### src/rtl/mem_byte_sequencer.sv
// Purpose : splits RV32I loads/stores into little-endian single-byte memory accesses.
// Latency : 1 sampling cycle + 1/2/4 byte cycles, done pulses one cycle later; illegal ops done in cycle 1.
// Backpress: holds stall high until the access finishes; requester keeps req_* stable while stalled.
//
// Ports:
//   clk, rst_n                 clock, synchronous active-low reset
//   req_valid/we/funct3/addr/wdata  MEM-stage request, held stable while stall=1
//   stall, done, err, rdata     pipeline freeze, completion pulse, illegal flag, extended load data
//   mem_we/mem_a/mem_wd/mem_rd  byte-wide data memory (combinational read, edge write)

module mem_byte_sequencer #(
  parameter int ADDRESS_WIDTH = 32
) (
  input  logic                     clk,
  input  logic                     rst_n,
  input  logic                     req_valid,
  input  logic                     req_we,
  input  logic [2:0]               req_funct3,
  input  logic [ADDRESS_WIDTH-1:0] req_addr,
  input  logic [31:0]              req_wdata,
  output logic                     stall,
  output logic                     done,
  output logic                     err,
  output logic [31:0]              rdata,
  output logic                     mem_we,
  output logic [ADDRESS_WIDTH-1:0] mem_a,
  output logic [7:0]               mem_wd,
  input  logic [7:0]               mem_rd
);

  typedef enum logic [1:0] {
    S_IDLE   = 2'd0,
    S_ACCESS = 2'd1,
    S_DONE   = 2'd2
  } state_t;

  // Latched copy of the request; the live req_* inputs are not trusted after sampling.
  typedef struct packed {
    logic [ADDRESS_WIDTH-1:0] base;
    logic [1:0]               nbm1;   // number of bytes minus one
    logic                     we;
    logic                     uns;
    logic [31:0]              wdata;
    logic                     ill;
  } req_t;

  state_t      state_q, state_d;
  req_t        req_q, req_d;
  logic [1:0]  count_q, count_d;
  logic [31:0] buf_q, buf_d;
  logic [31:0] rdata_q, rdata_d;
  logic        illegal;

  assign rdata = rdata_q;

  always_comb begin
    state_d = state_q;
    req_d   = req_q;
    count_d = count_q;
    buf_d   = buf_q;
    rdata_d = rdata_q;
    illegal = 1'b0;
    stall   = 1'b0;
    done    = 1'b0;
    err     = 1'b0;
    mem_we  = 1'b0;
    mem_a   = '0;
    mem_wd  = '0;

    case (state_q)
      S_IDLE: begin
        stall = req_valid;
        if (req_valid) begin
          // funct3[2] (unsigned) has no meaning for stores.
          illegal    = (req_funct3[1:0] == 2'b11) || (req_we && req_funct3[2]);
          req_d.base = req_addr;
          req_d.we   = req_we;
          req_d.uns  = req_funct3[2];
          req_d.wdata = req_wdata;
          req_d.ill  = illegal;
          case (req_funct3[1:0])
            2'b00:   req_d.nbm1 = 2'd0;
            2'b01:   req_d.nbm1 = 2'd1;
            default: req_d.nbm1 = 2'd3;
          endcase
          count_d = 2'd0;
          if (illegal) begin
            rdata_d = '0;
            state_d = S_DONE;
          end else begin
            state_d = S_ACCESS;
          end
        end
      end

      S_ACCESS: begin
        stall  = 1'b1;
        mem_we = req_q.we;
        // Plain modular add: accesses may wrap past the top of the address space.
        mem_a  = req_q.base + ADDRESS_WIDTH'(count_q);
        mem_wd = req_q.wdata[{count_q, 3'b000} +: 8];
        if (!req_q.we) begin
          buf_d[{count_q, 3'b000} +: 8] = mem_rd;
        end
        if (count_q == req_q.nbm1) begin
          state_d = S_DONE;
          // Extend from buf_d so the byte captured this cycle is included.
          if (!req_q.we) begin
            case (req_q.nbm1)
              2'd0:    rdata_d = {{24{~req_q.uns & buf_d[7]}}, buf_d[7:0]};
              2'd1:    rdata_d = {{16{~req_q.uns & buf_d[15]}}, buf_d[15:0]};
              default: rdata_d = buf_d;
            endcase
          end
        end else begin
          count_d = count_q + 2'd1;
        end
      end

      S_DONE: begin
        // req_valid still shows the completing instruction here, so it is ignored.
        done    = 1'b1;
        err     = req_q.ill;
        state_d = S_IDLE;
      end

      default: state_d = S_IDLE;
    endcase
  end

  always_ff @(posedge clk) begin
    if (!rst_n) begin
      state_q <= S_IDLE;
      req_q   <= '0;
      count_q <= 2'd0;
      buf_q   <= '0;
      rdata_q <= '0;
    end else begin
      state_q <= state_d;
      req_q   <= req_d;
      count_q <= count_d;
      buf_q   <= buf_d;
      rdata_q <= rdata_d;
    end
  end

endmodule
### config.mk
export PLATFORM = sky130hd
export DESIGN_NAME = mem_byte_sequencer
export DESIGN_NICKNAME = d
export VERILOG_FILES = /design/src/rtl/mem_byte_sequencer.sv
export SDC_FILE = /design/constraint.sdc
export NUM_CORES = 1
export LEC_CHECK = 0
export ABC_AREA = 1
export CAP_MARGIN = 40
export CORE_ASPECT_RATIO = 1.4
export CORE_UTILIZATION = 55
export DETAILED_ROUTE_END_ITERATION = 8
export HOLD_SLACK_MARGIN = 0.02
export PLACE_DENSITY = 0.82
export SYNTH_ARGS = -nofsm -noshare
export SYNTH_HDL_FRONTEND = slang
export SYNTH_SLANG_ARGS = --single-unit
### constraint.sdc
create_clock -name clk -period 5.15 [get_ports clk]
set_input_delay 1.545 -clock clk [delete_from_list [all_inputs] [get_ports clk]]
set_output_delay 1.545 -clock clk [all_outputs]
set_load 0.05 [all_outputs]
==> results.md, run 1 <==
* Worst vdd rail ir drop at 0.0002155 V
* Core Region at 0.01287 mm²
* Die height at 138.0 µm
* Die Wd at 99.14 µm
* Crit Path Class: in2out
* Via density at 5.318
* Crit-path max FO at 2
* Clk pin slew, worst setup/hold paths at 0.06 ns
* Non-filler cells, final at 1,417
* Seq/Total Area, Yosys at 37.75%
* Placed cell area at 0.008748 mm²
* Complex-gate fraction of the synthesized area at 15.91%
* Post-synthesis xor/xnor area fraction at 0.6027%
* Ratio of cells with drive above 1 in the final layout at 6.092%
* Design area at 0.009428 mm²
* Met3 Use GR at 5.645%
* Resized Gates After CTS at 0
* Drt wl/cell at 14.32 µm
* Nets at 1,338
* WP data arrival at 2.99 ns
* Syn avg cell area at 6.441 µm²
* Family with the most delay on the worst path: buffers and inverters
* RePlAce Congestion at 0.9253
* GRT Util Overall at 30.05%
* Vias at 7,536
* Syn nets at 1,214
* Post-route DRC at 0
* Largest net degree at the start of global routing at 98
* CP bufs+invs at 2
* Global route overflow at 0
* Number of synthesized register bits at 137
* First-pass GRT wire length at 32,290 µm
* Status: finished clean
* CTS Buf Count at 17
* Worst Tran Pin Value at 0.8519 ns
* CP max stage delay at 0.82 ns
* Final Power at 3.228 mW
* GRT Max-Usage Layer: met2
* Hold-fix buffers, CTS at 0
* CTS tree: done
* I/O pin count at 155
* Dpl ws at 0.6172 ns
* Max Cap Viol at 0
* Clk sinks at 137
* Placed Cells at 1,386
* Mapped cell area at 0.007266 mm²
* Fraction of synthesized area in multiplexers at 0%
* IO buf count at 154
* Total number of yosys warnings at 0
* Relative max-transition margin at 43.21%
* Vias in the first global route at 6,832
* Pre-Repair DR Iteration Count at 5
* Clock Tree Root: clkbuf_16
* Period utilization at 88.06%
* Startpoint types: input port
* Main combinational cell family by area after synthesis: simple AND/OR/NAND/NOR gates
* Antenna viol nets, final at 0
* F_max at 220.5 MHz
* Library cells used by synthesis at 36
* P_leak at 4.018 nW
* Met2 usage in global routing at 53.61%
* Setup TNS at 0 ns
* Final hold slack at 0.4618 ns
* H-tree Lvls at 4
* Final min period at 4.535 ns
* Post-synthesis simple-gate area fraction at 34.05%
* Post-synthesis adder-cell area fraction at 1.309%
* Synth Instances at 1,128
* FILL cells at 1,106
* DP HPWL at 13,870 µm
* Crit path cell chain: clkdlybuf4s50_1 -> nand2_1 -> nand2_1 -> clkdlybuf4s50_1
* Hold Crit Class: reg2reg
* Finished Core Util at 73.23%
* Postcts setup bufs at 0
* P per Cell Area at 342.4 mW/mm²
* Starting Density at 56.43%
* Die ar. at 0.01368 mm²
* Setup violators final at 0
* Setup slack after layout at 0.6151 ns
* GRT met1 Usage at 34.14%
* Initial DRC Count at 405
* Final Hold Vio Count at 0
* Clk_lat worst skew at 0.43 ns
* Clk buf depth at 2
* Worst Path Required at 3.61 ns
* Slowest cell on crit path: clkdlybuf4s50_1
* Antenna diodes at 0
* RSZ-0062 raised after global routing: no
* Area Growth Syn to Fin at 29.76%
* Row cnt at 49
* DRT Wirelength at 20,290 µm
* Worst Setup End Kind: primary output
* Initial antenna violation count at 0
* Worst Clk Skew at 0.01303 ns
* Final max-slew violation count at 0
==> per-layer routing <==
metal,wire (µm),vias up
li1,-,3840
met1,8074,3392
met2,10380,252
met3,1104,52
met4,733,0
met5,0,-
==> where the power goes <==
group | internal, mW | leakage (nW) | switching, mW | total, mW
registers | 1.15 | 1.13 | 0.0695 | 1.22
logic | 0.211 | 2.56 | 0.387 | 0.598
clock network | 0.926 | 0.333 | 0.485 | 1.41
==> worst min-delay path: stages (launching register included) <==
cell	delay, ns
dfxtp_1	0.31
nand2_1	0.06
a21oi_1	0.05
==> flip-flops by register name, summed over array words and instances, names as in the netlist <==
| signal | count |
|---|---|
| state_q | 2 |
| req_q | 69 |
| rdata | 32 |
| count_q | 2 |
| buf_q | 32 |
==> cell families after synthesis <==
logic type | count (synthesis)
flops | 137
compound gates | 221
simple gates | 579
xor+xnor | 5
fa+ha+maj | 7
buf+inv | 179
==> worst paths after layout <==
check / from / to / slack, ns / cells after the start
max: req_valid / stall / 0.62 / 4
min: rdata[15] / rdata[15] / 0.46 / 2
max reg2reg: state_q[1] / rdata[1] / 2.59 / 8
min reg2reg: rdata[15] / rdata[15] / 0.46 / 2
==> synth_stat cells (all sizes together) <==
cell	n	share of area (%)
nand2	273	15
nor2	213	12
dfxtp	137	38
inv	123	6.4
o21ai	111	7.6
a21oi	90	6.2
nand3	70	5.2
buf	28	2.5
clkbuf	28	1.5
o211ai	16	1.7
nor3	11	0.91
nand4	10	1.1
ha	6	1.0
xor2	4	0.48
a211oi	2	0.21
and3	1	0.086
fa	1	0.28
nand3b	1	0.10
o21a	1	0.10
o21bai	1	0.10
xnor2	1	0.12
==> final cells by class <==
type	count	area (µm²)	share of cell area [%]
clock buffer	18	439.2	4.658
tap	153	191.4	2.031
multi-input combinational	812	3769	39.97
timing repair buffer	161	1579	16.75
inverter	123	466.7	4.950
sequential	137	2743	29.09
clock inverter	13	240.2	2.548
==> layout by cell type (no fill, tap or decap), types with 6 or more instances in the layout <==
master | synthesis | final
nor3_1 | 10 | 10
o211ai_1 | 16 | 16
nand3_1 | 68 | 68
nand2_1 | 262 | 262
inv_2 | 7 | 7
o21ai_0 | 106 | 106
clkbuf_16 | 0 | 17
dfxtp_1 | 137 | 137
a21oi_1 | 90 | 90
buf_4 | 4 | 11
nand4_1 | 9 | 9
bufinv_16 | 0 | 6
nand2_2 | 6 | 6
clkdlybuf4s50_1 | 0 | 149
ha_1 | 6 | 6
nor2_1 | 203 | 203
inv_1 | 114 | 114
(Power assumes the default switching activity.)
==> run 2: changes to the inputs <==
--- a/config.mk
+++ b/config.mk
@@ -12,6 +12,7 @@
 export DETAILED_ROUTE_END_ITERATION = 8
 export HOLD_SLACK_MARGIN = 0.02
 export PLACE_DENSITY = 0.82
+export SETUP_SLACK_MARGIN = 0.3
 export SYNTH_ARGS = -nofsm -noshare
 export SYNTH_HDL_FRONTEND = slang
 export SYNTH_SLANG_ARGS = --single-unit
==> results of run 2 <==
Final layout, timing and power as in run 1 (identical DEF).
